$ cat config.mk
export PLATFORM = sky130hd
export DESIGN_NAME = arb4_rr_ctrl
export DESIGN_NICKNAME = d
export VERILOG_FILES = /design/src/rtl/arb4_rr_ctrl.sv
export SDC_FILE = /design/constraint.sdc
export NUM_CORES = 1
export LEC_CHECK = 0
export ABC_AREA = 1
export CAP_MARGIN = 30
export CORE_MARGIN = 5
export CORE_UTILIZATION = 42
export DETAILED_ROUTE_END_ITERATION = 8
export GPL_TIMING_DRIVEN = 0
export PLACE_DENSITY = 0.81
export SLEW_MARGIN = 30
export SYNTH_ARGS = -nofsm -noshare
export SYNTH_HDL_FRONTEND = slang
export SYNTH_SLANG_ARGS = --single-unit
$ cat constraint.sdc
create_clock -name clk -period 2.1 [get_ports clk]
set_clock_uncertainty 0.05 [all_clocks]
set_input_delay 0.42 -clock clk [delete_from_list [all_inputs] [get_ports clk]]
set_output_delay 0.42 -clock clk [all_outputs]
set_load 0.1 [all_outputs]
$ cat src/rtl/arb4_rr_ctrl.sv
// Four-way round-robin arbiter feeding one registered valid/ready output channel.
// Optional ARB4_RR_LOCK_EN adds req_lock so a granted requester can keep top priority.
module arb4_rr_ctrl #(
    parameter int BIT_WIDTH = 8
) (
    input  logic                   clk,
    input  logic                   rst_n,
    input  logic [3:0]             req_valid,
`ifdef ARB4_RR_LOCK_EN
    input  logic [3:0]             req_lock,
`endif
    input  logic [4*BIT_WIDTH-1:0] req_data,
    output logic [3:0]             req_ready,
    output logic                   out_valid,
    output logic [BIT_WIDTH-1:0]   out_data,
    output logic [1:0]             out_src,
    input  logic                   out_ready,
    output logic                   busy
);

    typedef enum logic [0:0] {
        ST_IDLE = 1'b0,
        ST_FULL = 1'b1
    } state_t;

    state_t               state_q, state_d;
    logic [1:0]           ptr_q, ptr_d;
    logic                 out_valid_q, out_valid_d;
    logic [BIT_WIDTH-1:0] out_data_q, out_data_d;
    logic [1:0]           out_src_q, out_src_d;

    logic [1:0]           grant_s;
    logic                 any_req_s;
    logic                 load_en_s;
    logic                 transfer_s;
    logic [1:0]           ptr_next_s;

    // Priority scan from ptr; iterating backwards lets the closest requester win.
    always_comb begin
        grant_s   = 2'd0;
        any_req_s = 1'b0;
        for (int k = 3; k >= 0; k--) begin
            if (req_valid[ptr_q + 2'(k)]) begin
                grant_s   = ptr_q + 2'(k);
                any_req_s = 1'b1;
            end else begin
                grant_s   = grant_s;
                any_req_s = any_req_s;
            end
        end
    end

    // State register and output datapath registers.
    always_ff @(posedge clk or negedge rst_n) begin
        if (!rst_n) begin
            state_q     <= ST_IDLE;
            ptr_q       <= 2'd0;
            out_valid_q <= 1'b0;
            out_data_q  <= '0;
            out_src_q   <= 2'd0;
        end else begin
            state_q     <= state_d;
            ptr_q       <= ptr_d;
            out_valid_q <= out_valid_d;
            out_data_q  <= out_data_d;
            out_src_q   <= out_src_d;
        end
    end

    // Next-state logic: a full register empties only when drained with nothing to refill it.
    always_comb begin
        state_d = state_q;
        case (state_q)
            ST_IDLE: begin
                if (transfer_s) begin
                    state_d = ST_FULL;
                end else begin
                    state_d = ST_IDLE;
                end
            end
            ST_FULL: begin
                if (out_ready && !any_req_s) begin
                    state_d = ST_IDLE;
                end else begin
                    state_d = ST_FULL;
                end
            end
            default: state_d = ST_IDLE;
        endcase
    end

    // FSM outputs: load enable and the one-hot grant, forced low while reset is held.
    always_comb begin
        load_en_s = 1'b0;
        case (state_q)
            ST_IDLE: load_en_s = 1'b1;
            ST_FULL: load_en_s = out_ready;
            default: load_en_s = 1'b0;
        endcase
        transfer_s = load_en_s & any_req_s;
        if (rst_n && transfer_s) begin
            req_ready = 4'b0001 << grant_s;
        end else begin
            req_ready = 4'b0000;
        end
    end

    // Pointer advance; a locked grant keeps its own slot as top priority.
    always_comb begin
`ifdef ARB4_RR_LOCK_EN
        if (req_lock[grant_s]) begin
            ptr_next_s = grant_s;
        end else begin
            ptr_next_s = grant_s + 2'd1;
        end
`else
        ptr_next_s = grant_s + 2'd1;
`endif
    end

    // Output register load/drain; data and source hold when the register empties.
    always_comb begin
        ptr_d       = ptr_q;
        out_valid_d = out_valid_q;
        out_data_d  = out_data_q;
        out_src_d   = out_src_q;
        if (transfer_s) begin
            ptr_d       = ptr_next_s;
            out_valid_d = 1'b1;
            out_data_d  = req_data[grant_s*BIT_WIDTH +: BIT_WIDTH];
            out_src_d   = grant_s;
        end else if ((state_q == ST_FULL) && out_ready) begin
            out_valid_d = 1'b0;
        end else begin
            out_valid_d = out_valid_q;
        end
    end

    assign out_valid = out_valid_q;
    assign out_data  = out_data_q;
    assign out_src   = out_src_q;
    assign busy      = out_valid_q;

endmodule

# Word-level counts from Yosys, hierarchy flattened
# Index checks and enable logic that the tools add are counted.
dict set report word_totals {
  reg_bits 14
  latch_bits 0
  ram_bits 0
  mem_bits_ro 0
  output_inout_bits 16
  n_memories 0
}
dict set report classes {
  addsub 4
  n_mul 0
  div_mod_pow 0
  order_cmp 4
  n_eq_ne 0
  shifts 2
  muxes 23
  n_bitwise 2
  n_reduce_logical 5
}
# op count
set ops {}
lappend ops {{indexed part select 32 x 6 -> 8 bit} 1}
lappend ops {{less-than comparator 2 x 3 -> 1 bit, second input constant} 4}
lappend ops {{2-to-1 mux 1 bit} 12}
lappend ops {{binary-select mux 1 bit (select 2 bit)} 4}
lappend ops {{2-to-1 mux 2 bit} 4}
lappend ops {{adder 2 x 1 -> 2 bit, second input constant} 2}
lappend ops {{adder 2 bit, second input constant} 2}
lappend ops {{2-to-1 mux 4 bit} 1}
lappend ops {{case mux 1 bit (2 select lines)} 2}
lappend ops {{<< shifter 1 x 2 -> 4 bit, first input constant} 1}
lappend ops {{logical AND 1 bit} 3}
lappend ops {{nonzero test 2 bit} 1}
lappend ops {{AND 1 bit} 1}
lappend ops {{logical NOT 1 bit} 1}
lappend ops {{NOT 1 bit} 1}

# Depth between registers and ports, before layout
dict set report logic_depth {
  depth_word 11
  ltp_mapped 16
}

# Worst setup path after synthesis
# No wires, ideal clock.
dict set report synth_path {
  path_kind {register -> output}
  start {register ptr_q[0]}
  end {output port req_ready[2]}
  arrival_ns 4.151
  required_time_ns 1.630
  path_slack_ns -2.521
  path_stages_with_launch 12
  path_buffers 2
  path_cell_list {dfrtp_1 > buf_6 > nand2_1 > nand2_2 > nand2_2 > nand2_2 > nor2_2 > nor2_2 > nand2_4 > nand2_4 > buf_6 > nor4_1}
}
dict set report synth_via {
  elab_chain_len 10
  elab_cells_between_ends 23
}
# item line
set synth_rtl {}
lappend synth_rtl {{start: declaration} 27} ;# logic [1:0] ptr_q, ptr_d;
lappend synth_rtl {{start signal: assignment} 63} ;# ptr_q <= ptr_d;
lappend synth_rtl {{adder 2 bit} {43, 44}}
lappend synth_rtl {{binary-select mux 1 bit (select 2 bit)} 43} ;# if (req_valid[ptr_q + 2'(k)]) begin
lappend synth_rtl {{2-to-1 mux 1 bit (implied by the code)} 43}
lappend synth_rtl {{2-to-1 mux 1 bit (4 in series)} 43}
lappend synth_rtl {{AND 1 bit} 100} ;# transfer_s = load_en_s & any_req_s;
lappend synth_rtl {{logical AND 1 bit} 101} ;# if (rst_n && transfer_s) begin
lappend synth_rtl {{2-to-1 mux 4 bit *} 101}
lappend synth_rtl {{end: declaration} 13} ;# output logic [3:0] req_ready,
# Mark *: on every way between the ends. The rest lies on a longest branch, timed or not. The select of a mux whose other input is x is not followed.

# Worst setup path in the final report
dict set report layout_path {
  start {register ptr_q[0]}
  end {output port req_ready[1]}
}
# Same word-level chain as after synthesis.

==> metrics.md <==
| Metric | Value |
|---|---|
| Vias in the first global route | 1407 |
| Avg Cell Area, Syn | 6.13 um^2 |
| Fillers | 190 |
| Worst-Skew Late Latency | 280 ps |
| Detailed Place HPWL | 2800 um |
| H-Tree Depth | 1 |
| CTS root buffer | clkbuf_4 |
| Final core occ | 0.848 |
| Number of remaining DRC errors | 0 |
| Hold Worst Slack | 221 ps |
| Ys flop type | dfrtp_1 |
| GPL Wtd Cong | 0.905 |
| CTS tree | built |
| Failing checks | setup timing |
| WP data required | 1630 ps |
| FMAX | 377 MHz |
| Antenna cells | 0 |
| Synth top area cells | dfrtp_1 28%, nand2_1 26%, nand3_1 12%, nand2_2 8.0%, inv_1 7.2% |
| Run status | finished, violations left |
| Max_cap viols | 0 |
| Post-synthesis async set-or-reset flop share | 1.00 |
| Sequential share of the synthesized area | 0.279 |
| CTS buffer count | 3 |
| Most frequent cells in the layout | 63 x nand2_1, 33 x clkdlybuf4s50_1, 25 x nand2_2, 25 x nand3_1, 22 x inv_1 |
| Top cell type's share of synthesized area | 0.279 |
| Final ANT Viol Nets | 0 |
| RSZ-0062 raised after global routing | true |
| Endpoint class of the critical path | output pin |
| DR vias | 1595 |
| Num rows | 19 |
| CP Cell Sequence | buf_6, nand2_1, nand3_2, nand2_2, inv_4, o21ai_4, nand2_4, nand2_4, buf_8, inv_6, nor4_4, buf_6 |
| Max-slew headroom | 0.351 |
| Die area | 0.00418 mm^2 |
| I/O pins | 55 |
| Final Worst Setup Slack | -555 ps |
| GR Overflow Total | 0 |
| Final WL | 4580 um |
| Synth Warn # | 0 |
| DR pass1 iterations | 4 |
| Clock-pin slew on the worst setup and hold paths | 90 ps |
| Final setup fails | 5 |
| Initial Util | 0.448 |
| Class of the worst hold path | in -> async |
| Tmin final | 2650 ps |
| Area of the core | 0.00281 mm^2 |
| Startpoint Class | flip-flop |
| Synth Instances | 205 |
| Pre-CTS setup slack | -1620 ps |
| CP top delay family | simple AND/OR/NAND/NOR gates |
| Critical Path Max Stage Delay | 470 ps |
| Drt first-iter violations | 62 |
| Initial antenna violation count | 0 |
| Die H | 64.7 um |
| PortBufs | 54 |
| Drt wl/cell | 14.4 um |
| Synth cell types | 23 |
| Die width | 64.7 um |
| Crit path buf inv count | 5 |
| CP max-delay cell | dfrtp_2 |
| Syn nets | 244 |
| GR Util All Layers | 0.178 |
| Most common cell after layout, fill and taps aside | nand2_1 |
| Clock tree buffer depth | 2 |
| NumNets Final | 326 |
| Final Max Slew Viols | 0 |
| Final hold vios | 0 |
| CP Class | reg -> out |
| First-pass GRT wire length | 5980 um |
| EDFF count, synth | 0 |
| Vias per Instance | 5.03 |
| Biggest area consumer among synthesized cells | dfrtp_1 |
| Worst Path Max Fanout | 5 |
| Largest net degree at the start of global routing | 16 |
| P&R area growth vs syn | 89.4% |
| Actual slew at the worst max-slew pin | 977 ps |
| Total clock sinks | 14 |
| Share of cells above drive strength 1 | 0.371 |
| Tcrit/Tclk final | 1.26 |
| Synth Register Bits | 14 |
| Crit path DAT | 2180 ps |
| Synthesized cell area | 0.00126 mm^2 |
metrics by stage:
step | instances | setup TNS [ps] | area, um^2
after CTS | 306 | -1960 | 2110
after detailed placement | 290 | -8500 | 1900
after floorplan | 205 | -2350 | 1320
after global routing | 317 | -3330 | 2380
final | 317 | -2060 | 2380
after global placement | 290 | -8030 | 1900
cell usage after synthesis, types with 2 or more instances:
master   instances
dfrtp_1         14
inv_1           24
buf_2            3
o21ai_2          4
nand2_4          2
buf_4            3
nand3_1         29
nand2_1         86
buf_6            2
nor2_1           5
nand2_2         16
nor2_2           3
inv_2            4
sequential cells by signal, summed over array words and instances (netlist names):
name      count
ptr_q         2
out_src       2
out_data      8
state_q       1
busy          1
path summary, 6_finish.rpt:
check                            startpoint      endpoint  slack [ps]  cells after the start
worst max-delay path               ptr_q[0]  req_ready[1]        -550                     12
worst min-delay path                  rst_n    out_src[0]         220                      1
worst max register to register     ptr_q[0]   out_data[0]         -10                     17
worst min register to register  out_data[3]   out_data[3]         440                      2
max in group asynchronous             rst_n      ptr_q[1]        1310                      1
min in group clk                out_data[3]   out_data[3]         440                      2
repair_timing:
action	4_1_cts	5_1_grt
hold buffers	0	0
gates resized for setup	71	50
endpoints found under the setup margin	16	15
pin swaps	17	18
buffers inserted	12	10
gates cloned	0	1
per-layer routing:
metal | vias to the layer above | global-route usage | wire, um
li1 | 792 | - | -
met1 | 724 | 0.206 | 1700
met2 | 67 | 0.322 | 2440
met3 | 12 | 0.0604 | 325
met4 | 0 | 0.0317 | 113
met5 | - | 0 | 0
area by class of cell:
class | instances | area (um^2) | share of cell area
Timing Repair Buffer | 77 | 747 | 0.314
Sequential cell | 14 | 353 | 0.148
Tap cell | 31 | 38.8 | 0.0163
Multi-Input combinational cell | 153 | 972 | 0.409
Buffer | 9 | 101 | 0.0426
Inverter | 29 | 131 | 0.0552
Clock buffer | 4 | 36.3 | 0.0152
logic make-up (layout without fill, tap and decap cells):
kind of cell / count (synthesis) / count (layout) / share of synthesized area
AND/OR/NAND/NOR: 145 / 145 / 0.527
buffers and inverters: 38 / 119 / 0.146
flip-flops: 14 / 14 / 0.279
AO/OA/AOI/OAI: 8 / 8 / 0.0478
Power is not shown: default switching activity piles up to over one toggle a cycle in this logic, so the estimate is an artifact.
